## src/rtl/conv1d_pkg.sv

```systemverilog
// Shared types and width helpers for the conv1d sequencer slice.
package conv1d_pkg;

    typedef enum logic [2:0] {
        S_IDLE  = 3'd0,
        S_CLR   = 3'd1,
        S_MAC   = 3'd2,
        S_DRAIN = 3'd3,
        S_WRITE = 3'd4,
        S_DONE  = 3'd5
    } conv1d_state_t;

    function automatic int conv1d_tap_w(input int n_taps);
        return (n_taps < 2) ? 1 : $clog2(n_taps);
    endfunction

    // An index range of one still needs a one-bit port.
    function automatic int conv1d_out_w(input int n_out);
        return (n_out < 2) ? 1 : $clog2(n_out);
    endfunction

endpackage

```

## src/rtl/conv1d_if.sv

```systemverilog
// Command, memory-read and result handshake bundle between the sequencer and its neighbours.
interface conv1d_if
    import conv1d_pkg::*;
#(
    parameter int N_TAPS = 8,
    parameter int N_OUT  = 16,
    parameter int ADDR_W = 8,
    parameter int TAP_W  = conv1d_tap_w(N_TAPS),
    parameter int OUT_W  = conv1d_out_w(N_OUT)
);
    logic              start;
    logic              abort;
    logic              out_ready;
    logic              busy;
    logic [ADDR_W-1:0] x_addr;
    logic [TAP_W-1:0]  w_addr;
    logic              rd_en;
    logic              acc_clr;
    logic              acc_en;
    logic              out_valid;
    logic [OUT_W-1:0]  out_addr;
    logic              done;

    modport master (
        input  start, abort, out_ready,
        output busy, x_addr, w_addr, rd_en, acc_clr, acc_en, out_valid, out_addr, done
    );

    modport slave (
        output start, abort, out_ready,
        input  busy, x_addr, w_addr, rd_en, acc_clr, acc_en, out_valid, out_addr, done
    );
endinterface

```

## src/rtl/conv1d_idx_counter.sv

```systemverilog
// Modulo-MAX index counter with synchronous clear and a terminal-count flag.
module conv1d_idx_counter #(
    parameter int MAX = 8,
    parameter int W   = 3
) (
    input  logic         clk,
    input  logic         reset,
    input  logic         clr,
    input  logic         inc,
    output logic [W-1:0] value,
    output logic         terminal
);
    logic [W-1:0] value_r;

    assign value    = value_r;
    assign terminal = (value_r == W'(MAX - 1));

    // index register: clear wins over increment, wraps at MAX-1
    always_ff @(posedge clk or posedge reset) begin
        if (reset) begin
            value_r <= {W{1'b0}};
        end else if (clr) begin
            value_r <= {W{1'b0}};
        end else if (inc) begin
            value_r <= terminal ? {W{1'b0}} : value_r + W'(1);
        end else begin
            value_r <= value_r;
        end
    end
endmodule

```

## src/rtl/conv1d_ctrl.sv

```systemverilog
// conv1d sequencer: walks taps and outputs, drives memory reads, accumulator control
// and the result handshake. Every output is a flop loaded from the next-state decode.
module conv1d_ctrl
    import conv1d_pkg::*;
#(
    parameter int N_TAPS = 8,
    parameter int N_OUT  = 16,
    parameter int ADDR_W = 8
) (
    input  logic     clk,
    input  logic     reset,
    conv1d_if.master bus
);
    localparam int TAP_W = conv1d_tap_w(N_TAPS);
    localparam int OUT_W = conv1d_out_w(N_OUT);

    if (((N_OUT + N_TAPS - 2) >> ADDR_W) != 0) begin : g_addr_range_chk
        $error("conv1d_ctrl: ADDR_W cannot hold N_OUT+N_TAPS-2");
    end

    conv1d_state_t     state_r, state_nxt_s;
    logic [TAP_W-1:0]  k_s, k_nxt_s;
    logic [OUT_W-1:0]  j_s, j_nxt_s;
    logic              k_term_s, k_clr_s, k_inc_s;
    logic              j_term_s, j_clr_s, j_inc_s;
    logic              busy_r, rd_en_r, acc_clr_r, acc_en_r, out_valid_r, done_r;
    logic [ADDR_W-1:0] x_addr_r;
    logic [TAP_W-1:0]  w_addr_r;
    logic [OUT_W-1:0]  out_addr_r;

    conv1d_idx_counter #(.MAX(N_TAPS), .W(TAP_W)) u_k_cnt (
        .clk(clk), .reset(reset), .clr(k_clr_s), .inc(k_inc_s), .value(k_s), .terminal(k_term_s)
    );

    conv1d_idx_counter #(.MAX(N_OUT), .W(OUT_W)) u_j_cnt (
        .clk(clk), .reset(reset), .clr(j_clr_s), .inc(j_inc_s), .value(j_s), .terminal(j_term_s)
    );

    // next-state and index-control decode; abort overrides every transition
    always_comb begin
        state_nxt_s = state_r;
        k_clr_s     = 1'b0;
        k_inc_s     = 1'b0;
        j_clr_s     = 1'b0;
        j_inc_s     = 1'b0;
        if (bus.abort) begin
            state_nxt_s = S_IDLE;
            k_clr_s     = 1'b1;
            j_clr_s     = 1'b1;
        end else begin
            case (state_r)
                S_IDLE: begin
                    if (bus.start) begin
                        state_nxt_s = S_CLR;
                        k_clr_s     = 1'b1;
                        j_clr_s     = 1'b1;
                    end else begin
                        state_nxt_s = S_IDLE;
                    end
                end
                S_CLR: begin
                    k_clr_s     = 1'b1;
                    state_nxt_s = S_MAC;
                end
                S_MAC: begin
                    if (k_term_s) begin
                        k_clr_s     = 1'b1;
                        state_nxt_s = S_DRAIN;
                    end else begin
                        k_inc_s     = 1'b1;
                        state_nxt_s = S_MAC;
                    end
                end
                S_DRAIN: state_nxt_s = S_WRITE;
                S_WRITE: begin
                    if (!bus.out_ready) begin
                        state_nxt_s = S_WRITE;
                    end else if (j_term_s) begin
                        state_nxt_s = S_DONE;
                    end else begin
                        j_inc_s     = 1'b1;
                        state_nxt_s = S_CLR;
                    end
                end
                S_DONE: begin
                    k_clr_s     = 1'b1;
                    j_clr_s     = 1'b1;
                    state_nxt_s = S_IDLE;
                end
                default: begin
                    k_clr_s     = 1'b1;
                    j_clr_s     = 1'b1;
                    state_nxt_s = S_IDLE;
                end
            endcase
        end
    end

    // index values the counters will hold next cycle, so outputs can be registered
    always_comb begin
        if (k_clr_s) begin
            k_nxt_s = {TAP_W{1'b0}};
        end else if (k_inc_s) begin
            k_nxt_s = k_term_s ? {TAP_W{1'b0}} : k_s + TAP_W'(1);
        end else begin
            k_nxt_s = k_s;
        end
        if (j_clr_s) begin
            j_nxt_s = {OUT_W{1'b0}};
        end else if (j_inc_s) begin
            j_nxt_s = j_term_s ? {OUT_W{1'b0}} : j_s + OUT_W'(1);
        end else begin
            j_nxt_s = j_s;
        end
    end

    // state and output registers; acc_en trails rd_en by the memory read latency
    always_ff @(posedge clk or posedge reset) begin
        if (reset) begin
            state_r     <= S_IDLE;
            busy_r      <= 1'b0;
            rd_en_r     <= 1'b0;
            x_addr_r    <= {ADDR_W{1'b0}};
            w_addr_r    <= {TAP_W{1'b0}};
            acc_clr_r   <= 1'b0;
            acc_en_r    <= 1'b0;
            out_valid_r <= 1'b0;
            out_addr_r  <= {OUT_W{1'b0}};
            done_r      <= 1'b0;
        end else begin
            state_r     <= state_nxt_s;
            busy_r      <= (state_nxt_s != S_IDLE);
            rd_en_r     <= (state_nxt_s == S_MAC);
            x_addr_r    <= (state_nxt_s == S_MAC) ? ADDR_W'(j_nxt_s) + ADDR_W'(k_nxt_s) : {ADDR_W{1'b0}};
            w_addr_r    <= (state_nxt_s == S_MAC) ? k_nxt_s : {TAP_W{1'b0}};
            acc_clr_r   <= (state_nxt_s == S_CLR);
            acc_en_r    <= rd_en_r & ~bus.abort;
            out_valid_r <= (state_nxt_s == S_WRITE);
            out_addr_r  <= (state_nxt_s == S_WRITE) ? j_nxt_s : {OUT_W{1'b0}};
            done_r      <= (state_nxt_s == S_DONE);
        end
    end

    assign bus.busy      = busy_r;
    assign bus.rd_en     = rd_en_r;
    assign bus.x_addr    = x_addr_r;
    assign bus.w_addr    = w_addr_r;
    assign bus.acc_clr   = acc_clr_r;
    assign bus.acc_en    = acc_en_r;
    assign bus.out_valid = out_valid_r;
    assign bus.out_addr  = out_addr_r;
    assign bus.done      = done_r;
endmodule

```

## src/flat_wrapper.sv

```systemverilog
// flat-port wrapper written by rule: the top's interface ports become plain ports
module conv1d_ctrl_flat import conv1d_pkg::*;
#(
    parameter int N_TAPS = 8,
    parameter int N_OUT  = 16,
    parameter int ADDR_W = 8
)
  (clk, reset, bus_start, bus_abort, bus_out_ready, bus_busy, bus_x_addr, bus_w_addr, bus_rd_en, bus_acc_clr, bus_acc_en, bus_out_valid, bus_out_addr, bus_done);
  conv1d_if #(.N_TAPS(N_TAPS), .N_OUT(N_OUT), .ADDR_W(ADDR_W)) bus_i ();
  input  logic clk;
  input  logic reset;
  input wire logic [$bits(bus_i.start)-1:0] bus_start;
  input wire logic [$bits(bus_i.abort)-1:0] bus_abort;
  input wire logic [$bits(bus_i.out_ready)-1:0] bus_out_ready;
  output wire logic [$bits(bus_i.busy)-1:0] bus_busy;
  output wire logic [$bits(bus_i.x_addr)-1:0] bus_x_addr;
  output wire logic [$bits(bus_i.w_addr)-1:0] bus_w_addr;
  output wire logic [$bits(bus_i.rd_en)-1:0] bus_rd_en;
  output wire logic [$bits(bus_i.acc_clr)-1:0] bus_acc_clr;
  output wire logic [$bits(bus_i.acc_en)-1:0] bus_acc_en;
  output wire logic [$bits(bus_i.out_valid)-1:0] bus_out_valid;
  output wire logic [$bits(bus_i.out_addr)-1:0] bus_out_addr;
  output wire logic [$bits(bus_i.done)-1:0] bus_done;
  assign bus_i.start = bus_start;
  assign bus_i.abort = bus_abort;
  assign bus_i.out_ready = bus_out_ready;
  assign bus_busy = bus_i.busy;
  assign bus_x_addr = bus_i.x_addr;
  assign bus_w_addr = bus_i.w_addr;
  assign bus_rd_en = bus_i.rd_en;
  assign bus_acc_clr = bus_i.acc_clr;
  assign bus_acc_en = bus_i.acc_en;
  assign bus_out_valid = bus_i.out_valid;
  assign bus_out_addr = bus_i.out_addr;
  assign bus_done = bus_i.done;
  conv1d_ctrl #(.N_TAPS(N_TAPS), .N_OUT(N_OUT), .ADDR_W(ADDR_W)) u_core (.clk(clk), .reset(reset), .bus(bus_i));
endmodule
```

## config.mk

```make
export PLATFORM = sky130hd
export DESIGN_NAME = conv1d_ctrl_flat
export DESIGN_NICKNAME = d
export VERILOG_FILES = /design/src/rtl/conv1d_pkg.sv /design/src/rtl/conv1d_if.sv /design/src/rtl/conv1d_idx_counter.sv /design/src/rtl/conv1d_ctrl.sv /design/src/flat_wrapper.sv
export SDC_FILE = /design/constraint.sdc
export NUM_CORES = 1
export LEC_CHECK = 0
export CAP_MARGIN = 25
export CORE_ASPECT_RATIO = 0.5
export CORE_UTILIZATION = 45
export DETAILED_ROUTE_END_ITERATION = 6
export PLACE_DENSITY = 0.73
export SYNTH_ARGS = -nofsm -noshare
export SYNTH_HDL_FRONTEND = slang
export SYNTH_SLANG_ARGS = --single-unit
```

## constraint.sdc

```tcl
create_clock -name clk -period 2.93 [get_ports clk]
set_input_delay 0.586 -clock clk [delete_from_list [all_inputs] [get_ports clk]]
set_output_delay 0.586 -clock clk [all_outputs]
set_load 0.03 [all_outputs]
```

; Word level (Yosys, flattened, before mapping)
; Index checks and enable logic that the tools add are counted.
[classes]
addsub = 3
eq_ne = 10
muxes = 28
bitwise = 2
reduce_logical = 4
[op_table]
columns = cell, count
row1 = $mux W3, 7
row2 = $mux W4, 4
row3 = $pmux W3 S5, 1
row4 = $mux W1, 13
row5 = $eq A3 B3 Y1 const B, 4
row6 = $eq A3 B2 Y1 const B, 3
row7 = $mux W8, 1
row8 = $eq A3 B1 Y1 const B, 2
row9 = $add A4 B3 Y5, 1
row10 = $add A4 B1 Y4 const B, 1
row11 = $eq A4 B4 Y1 const B, 1
row12 = $reduce_or A4 Y1, 1
row13 = $add A3 B1 Y3 const B, 1
row14 = $logic_not A3 Y1, 1
row15 = $pmux W1 S3, 1
row16 = $reduce_bool A3 Y1, 1
row17 = $pmux W1 S2, 1
row18 = $reduce_or A2 Y1, 1
row19 = $and A1 B1 Y1, 1
row20 = $not A1 Y1, 1
[totals]
ff_bits = 31
output_inout_bits = 21
word_cells = 59

; Longest topological paths before layout
; Gate-level depths: netlist (run 1).
[logic_depth]
depth_word = 9
mapped_depth = 13
ltp_nobuf = 12

; Modules after synthesis
; Synthesis (run 1) repeated with hierarchy kept, for this count alone.
[hier_totals]
cells_unflattened = 151
area_unflattened_um2 = 1567.8
[modules_own_cells]
columns = mod, instances, cells_each, area_each_um2, seq_area_each_um2
row1 = conv1d_ctrl, 1, 117, 1202.4, 525.5
row2 = conv1d_idx_counter at u_core.u_j_cnt, 1, 21, 210.2, 100.1
row3 = conv1d_idx_counter at u_core.u_k_cnt, 1, 13, 155.1, 75.1

; Worst setup path after synthesis (run 1)
; No wires, ideal clock.
[synth_timing]
path_type = reg2reg
startpoint = reg u_core.u_k_cnt.value_r[0], in the netlist u_core.u_k_cnt.value[0]
endpoint = reg u_core.x_addr_r[2], in the netlist u_core.bus.x_addr[2]
arrival_ps = 2775
slack_ps = 67
path_stages_with_launch = 13
n_path_buf = 1
cell_sequence = dfrtp_1 > ha_1 > ha_1 > or3b_1 > or3_1 > buf_2 > xor2_1 > nor2_1 > ha_1 > inv_1 > fa_1 > nor2b_1 > nor3b_1
[synth_via]
elab_chain_len = 8
[synth_lines]
columns = item, line
row1 = from (decl), conv1d_idx_counter.sv:13  ; logic [W-1:0] value_r;
row2 = from (signal assigned), conv1d_idx_counter.sv:21  ; value_r <= {W{1'b0}};
row3 = from (signal assigned), conv1d_idx_counter.sv:23  ; value_r <= {W{1'b0}};
row4 = from (signal assigned), conv1d_idx_counter.sv:25  ; value_r <= terminal ? {W{1'b0}} : value_r + W'(1);
row5 = $eq A3 B3 Y1, conv1d_idx_counter.sv:16  ; assign terminal = (value_r == W'(MAX - 1));
row6 = $mux W1, conv1d_ctrl.sv:66  ; if (k_term_s) begin
row7 = $mux W1, conv1d_ctrl.sv:51  ; case (state_r)
row8 = $mux W1, conv1d_ctrl.sv:46  ; if (bus.abort) begin
row9 = $mux W3, conv1d_ctrl.sv:103  ; end else if (k_inc_s) begin
row10 = $mux W3 (*), conv1d_ctrl.sv:101  ; if (k_clr_s) begin
row11 = via u_core.k_nxt_s[0], conv1d_ctrl.sv:22  ; logic [TAP_W-1:0] k_s, k_nxt_s;
row12 = $add A4 B3 Y5 (*), conv1d_ctrl.sv:134  ; x_addr_r <= (state_nxt_s == S_MAC) ? ADDR_W'(j_nxt_s) + ADDR_W'(k_nxt_s) : {ADDR_W{1'b0}};
row13 = $mux W8 (*), conv1d_ctrl.sv:134
row14 = to (signal assigned), conv1d_ctrl.sv:123  ; x_addr_r <= {ADDR_W{1'b0}};
row15 = to (signal assigned), conv1d_ctrl.sv:134
row16 = to (decl), conv1d_ctrl.sv:27  ; logic [ADDR_W-1:0] x_addr_r;
; The timed path passes the listed nets; every way through them passes the cells marked *.

; Worst setup path in the final report (run 1)
[layout_timing]
startpoint = reg u_core.u_k_cnt.value_r[1], in the netlist u_core.u_k_cnt.value[1]
endpoint = reg u_core.x_addr_r[3], in the netlist u_core.bus.x_addr[3]
; The elaborated chain is that of the path after synthesis.

==> flow_summary_export.csv, run 1 <==
group,metric,value,unit
status,outcome,"completed",
synthesis,synth_area_leaders,"dfrtp_1, ha_1, nor2_1",
synthesis,synthMostInstantiatedCell,"dfrtp_1",
timing,grt_setup_unrepaired,"yes",
detailed_routing,dr.pass1.iters,4,
global_route,grt.total_usage,18.9,%
synthesis,synth_area,1360,um^2
synthesis,yosys.area.top_type_share,51.7,%
placed_design,postPlaceCellArea,1670,um^2
clock_tree,holdBufCountCts,0,
synthesis,yosys-top-cells-count,"dfrtp_1, nor2_1, inv_1",
detailed_routing,ant_nets,0,
timing,fin_worst_skew,2.45,ps
timing,fin_crit,2890,ps
synthesis,synthArstFlopShare,100,%
worst_setup_path,r2r-start,"u_core.u_k_cnt.value[1]",
worst_setup_path,rrSetupSlack,40,ps
cells_and_area,final_area,1820,um^2
worst_hold_path,min_path_type,"flip-flop to flip-flop",
worst_setup_path,critPathMaxFanout,5,
timing,setup_viol_count_final,0,
timing,whs,539,ps
clock_tree,cts-buffers-inserted,3,
worst_setup_path,worstRegToRegCells,12,
timing,fmax,346,MHz
global_route,grt_pass1_wl,4280,um
clock_tree,clk_pin_slew,90,ps
synthesis,netlist-cell-type-count,41,
global_route,grt_pass1_vias,895,
placed_design,post-dp-hpwl,1940,um
worst_setup_path,cp.arrival,3070,ps
synthesis,syn-instance-count,124,
cells_and_area,nets,170,
synthesis,synthFlopType,"dfrtp_1",
detailed_routing,m1WireLength,1280,um
die,die_h,40.8,um
timing,tightest_slew,525,ps
die,die_area,3250,um^2
synthesis,synth-edff-count,0,
global_route,antenna_found_initial,0,
worst_setup_path,critPathCaptureType,"flip-flop",
power,irDropWorstVdd,0.000283,V
synthesis,seq_area_frac_synth,51.7,%
job,cap_viol_max_count,0,
clock_tree,cts-htree-levels,1,
placed_design,gp_congestion,0.830,
global_route,grt_start_max_net_pins,29,
clock_tree,clock_path_buffers,2,
worst_hold_path,min-delay-start,"u_core.bus.rd_en",
global_route,grt_overflow,0,
clock_tree,clkLatencyLatePin,280,ps
cells_and_area,drive_above_1_share,24.2,%
clock_tree,root_buffer,"clkbuf_8",
worst_setup_path,critPathKind,"flip-flop to flip-flop",
worst_hold_path,holdPathStages,1,
synthesis,ys_ff_latch,28,
detailed_routing,drc,0,
detailed_routing,top_layer_used,"met4",
synthesis,synth_top_area_cell,"dfrtp_1",
die,start_util,49.9,%
detailed_routing,wl,2760,um
synthesis,syn_avg_cell_area,10.9,um^2
power,cellPowerDensity,413,nW/um^2
timing,fin_crit_sh,98.8,%
timing,maxSlewHeadroom,64.1,%
detailed_routing,via_count,990,
worst_hold_path,holdPathEnd,"u_core.bus.acc_en",
worst_setup_path,rr_endpoint,"u_core.bus.x_addr[3]",
worst_setup_path,start_kind,"flip-flop",
clock_tree,clock-sinks,28,
die,dieWidth,79.6,um
detailed_routing,wl_met3,150,um
placed_design,port_buffers,22,
cells_and_area,n_antenna_cell,0,
synthesis,yosysWarnings,0,
power,p_leak,0.829,nW
timing,slew_violations,0,
worst_setup_path,crit_required,3100,ps
die,pin_count,26,
detailed_routing,drt_iter0_markers,116,
die,core,2720,um^2
die,rows,13,
detailed_routing,vias_per_cell,5.10,
cells_and_area,area_growth,34.2,%
timing,hold_viol_final,0,
detailed_routing,wl_per_cell,14.2,um
detailed_routing,wl_met2,1310,um
clock_tree,cts_tree,"yes",
## how the worst max path moves through the flow
stage | cells past startpoint | start | end
CTS | 12 | u_core.u_k_cnt.value[0] | u_core.bus.x_addr[4]
detailed placement | 11 | bus_abort | u_core.bus.x_addr[4]
finish | 12 | u_core.u_k_cnt.value[1] | u_core.bus.x_addr[3]
floorplan | 12 | u_core.u_k_cnt.value[0] | u_core.bus.x_addr[2]
global route | 12 | u_core.u_k_cnt.value[1] | u_core.bus.x_addr[3]
global placement | 11 | bus_abort | u_core.bus.x_addr[4]
## layout make-up
class	count	area, um^2
Fill cell	218	896
Sequential cell	28	701
Timing Repair Buffer	35	322
Tap cell	37	46.3
Clock buffer	4	55.1
Inverter	10	37.5
Multi-Input combinational cell	80	659
## kinds of logic (layout without fill, tap and decap cells)
kind of cell | Yosys count | after routing | share of synthesized area [%]
compound gates | 16 | 16 | 10.1
xor+xnor | 4 | 4 | 2.58
fa+ha+maj | 7 | 7 | 7.01
buf+inv | 18 | 49 | 6.18
flops | 28 | 28 | 51.7
mux | 5 | 5 | 3.78
other cells | 1 | 3 | 0.276
simple gates | 45 | 45 | 18.5
## power breakdown
part	switching, mW	internal [mW]
combinational	0.0665	0.0475
clock	0.119	0.121
sequential	0.00395	0.395
total	0.189	0.563
## placed cells by master (no fill, tap or decap), types with 2 or more instances in the layout
master,Yosys,final
dfrtp_1,28,28
clkdlybuf4s50_1,0,22
nor2_1,14,12
buf_4,3,12
inv_1,10,10
nor3_1,5,5
nand2b_1,4,4
clkbuf_8,0,4
nor2b_1,5,3
and2_1,3,3
mux2i_1,4,3
ha_1,6,3
conb_1,1,3
or2_2,2,2
nand3_1,2,2
nand2_1,2,2
xor2_1,3,2
nor2_2,0,2
a21oi_1,3,2
nor2b_4,0,2
ha_2,0,2
## flip-flops by register name (all words and copies together) (netlist names)
register / flops
u_core.bus.w_addr: 3
u_core.bus.acc_clr: 1
u_core.bus.rd_en: 1
u_core.u_j_cnt.value: 4
u_core.bus.out_addr: 4
u_core.state_r: 3
u_core.bus.busy: 1
u_core.bus.done: 1
u_core.bus.acc_en: 1
u_core.bus.x_addr: 5
u_core.bus.out_valid: 1
u_core.u_k_cnt.value: 3
## per-stage QoR
stage | instances | TNS, ps | utilization [%] | power, mW | worst slack (ps)
after detailed placement | 188 | -96.1 | 61.4 | 0.513 | -67.1
after floorplan | 126 | 0 | - | 0.478 | 67.0
after CTS | 192 | 0 | 63.7 | 0.750 | 31.5
after global routing | 194 | -149 | 67.0 | 0.786 | -79.4
after global placement | 188 | 0 | 61.4 | 0.511 | 26.6
final | 194 | 0 | 67.0 | 0.752 | 36.4
## critical path: stages, from the launching register on
cell and delay (ps):
dfrtp_1 430, ha_2 200, ha_4 150, or3b_4 370, or3_4 410, buf_6 150
mux2i_4 180, nor2_2 150, ha_1 240, a21o_1 180, a21oi_2 140, nand2b_1 120
mux2i_1 60
## layer usage
metal,GRT usage (%),vias to the layer above
li1,-,480
met1,24.5,465
met2,31.4,41
met3,6.00,4
met4,5.45,0
met5,0,-
## timing repair
item	in CTS	in global routing
pin swaps	3	9
gates resized for setup	3	18
setup endpoints to repair	1	3
setup buffers	0	2
No activity file was read; power rests on OpenSTA's default activity.
==> inputs of run 2 (changes only) <==
--- a/config.mk
+++ b/config.mk
@@ -10,6 +10,7 @@
 export CORE_UTILIZATION = 45
 export DETAILED_ROUTE_END_ITERATION = 6
 export PLACE_DENSITY = 0.73
+export SKIP_CTS_REPAIR_TIMING = 1
 export SYNTH_ARGS = -nofsm -noshare
 export SYNTH_HDL_FRONTEND = slang
 export SYNTH_SLANG_ARGS = --single-unit
==> flow_summary_export.csv, run 2 (same netlist as run 1, synthesis figures left out) <==
group,metric,value,unit
status,outcome,"completed",
worst_setup_path,start_kind,"flip-flop",
power,p_sw_share,25.2,%
timing,hold_viol_final,0,
timing,whs,540,ps
power,p_sw,0.190,mW
power,seqPwrFrac,53.0,%
clock_tree,clkLatencyLatePin,280,ps
cells_and_area,final_cell_mix,"dfrtp_1, clkdlybuf4s50_1, nor2_1",
clock_tree,cts_tree,"yes",
power,share_clk_of_total_power,31.9,%
clock_tree,clock-sinks,28,
detailed_routing,drc,0,
power,cellPowerDensity,416,nW/um^2
placed_design,port_buffers,22,
timing,fin_crit,2890,ps
timing,setup_viol_count_final,0,
timing,tightest_slew,565,ps
timing,fin_worst_skew,1.02,ps
die,die_area,3250,um^2
die,core,2720,um^2
clock_tree,clock_path_buffers,2,
placed_design,gp_congestion,0.830,
global_route,grt_start_max_net_pins,29,
timing,fin_crit_sh,98.6,%
cells_and_area,largest_register_ffs,5,
detailed_routing,vias_per_cell,5.07,
placed_design,post-dp-hpwl,1940,um
die,rows,13,
global_route,grt_pass1_wl,4250,um
worst_hold_path,min_path_type,"flip-flop to flip-flop",
placed_design,dp_cells,188,
die,start_util,49.9,%
timing,grt_setup_unrepaired,"yes",
timing,fmax,346,MHz
worst_setup_path,critPathCaptureType,"flip-flop",
clock_tree,cts-htree-levels,1,
detailed_routing,drt_iter0_markers,81,
cells_and_area,drive_above_1_share,23.1,%
worst_setup_path,crit_required,3100,ps
die,die_h,40.8,um
clock_tree,clk_pin_slew,90,ps
power,internal_power,0.563,mW
detailed_routing,ant_nets,0,
worst_setup_path,critPathKind,"flip-flop to flip-flop",
global_route,grt.total_usage,18.8,%
detailed_routing,wl,2750,um
detailed_routing,wl_per_cell,14.3,um
die,pin_count,26,
cells_and_area,nets,169,
clock_tree,cts-buffers-inserted,3,
worst_setup_path,cp.arrival,3060,ps
detailed_routing,dr.pass1.iters,4,
cells_and_area,area_growth,33.4,%
job,cap_viol_max_count,0,
power,pwr-share-comb,15.2,%
timing,slew_violations,0,
cells_and_area,utilization,66.6,%
global_route,grt_pass1_vias,892,
die,dieWidth,79.6,um
cells_and_area,final_area,1810,um^2
power,irDropWorstVdd,0.000281,V
global_route,grt_overflow,0,
placed_design,postPlaceCellArea,1670,um^2
cells_and_area,n_antenna_cell,0,
cells_and_area,final_common_cell,"dfrtp_1",
global_route,antenna_found_initial,0,
detailed_routing,via_count,979,
timing,maxSlewHeadroom,62.3,%
worst_setup_path,critPathMaxFanout,5,
power,p_leak,0.823,nW
clock_tree,root_buffer,"clkbuf_8",
cells_and_area,stdcell_count,193,
==> run 2: area by class of cell <==
cell class                      count  area, um^2
Sequential cell                    28         701
Clock buffer                        4        55.1
Timing Repair Buffer               34         314
Inverter                           10        37.5
Fill cell                         216         907
Multi-Input combinational cell     80         656
Tap cell                           37        46.3
==> run 2: power groups by stage <==
stage	clock network, mW	registers, mW	logic, mW
finish	0.240	0.399	0.114
global route	0.262	0.400	0.124
CTS	0.243	0.399	0.107
detailed placement	0	0.407	0.106
global placement	0	0.406	0.105
floorplan	0	0.418	0.0593
==> run 2: metrics by stage <==
step / setup TNS, ps / power (mW) / setup slack, ps
6_report: 0 / 0.753 / 39.6
5_1_grt: -176 / 0.785 / -79.8
4_1_cts: -5.10 / 0.749 / -5.10
3_5_place_dp: -96.1 / 0.513 / -67.1
3_3_place_gp: 0 / 0.511 / 26.6
2_1_floorplan: 0 / 0.478 / 67.0
==> run 2: routing by layer <==
metal  GRT usage (%)  routed length, um  vias up
met5               0                  0        -
met2            31.0               1280       36
met1            24.4               1290      464
met4            5.45                 30        0
li1                -                  -      475
met3            6.00                150        4
==> run 2: worst max-delay path: stages, from the launching register on <==
cell and delay (ps):
dfrtp_1 430, ha_2 200, ha_4 150, or3b_4 370, or3_4 400, buf_6 150, mux2i_4 180, nor2_2 150
ha_1 250, a21o_1 180, a21oi_2 140, nand2b_1 120, mux2i_1 60
==> run 2: final timing paths <==
path / cells past startpoint / startpoint / slack, ps / endpoint
setup / recovery: 12 / u_core.u_k_cnt.value[1] / 40 / u_core.bus.x_addr[3]
hold / removal: 1 / u_core.bus.rd_en / 540 / u_core.bus.acc_en
setup reg to reg: 12 / u_core.u_k_cnt.value[1] / 40 / u_core.bus.x_addr[3]
hold reg to reg: 1 / u_core.bus.rd_en / 540 / u_core.bus.acc_en
max in group asynchronous: 3 / reset / 2020 / u_core.bus.out_addr[1]
min in group asynchronous: 3 / reset / 660 / u_core.bus.w_addr[2]
==> inputs of run 3 (changes only) <==
--- a/config.mk
+++ b/config.mk
@@ -8,6 +8,7 @@
 export CAP_MARGIN = 25
 export CORE_ASPECT_RATIO = 0.5
 export CORE_UTILIZATION = 45
+export CTS_CLUSTER_DIAMETER = 120
 export DETAILED_ROUTE_END_ITERATION = 6
 export PLACE_DENSITY = 0.73
 export SKIP_CTS_REPAIR_TIMING = 1
==> results of run 3 <==
Final layout, timing and power as in run 2 (identical DEF).
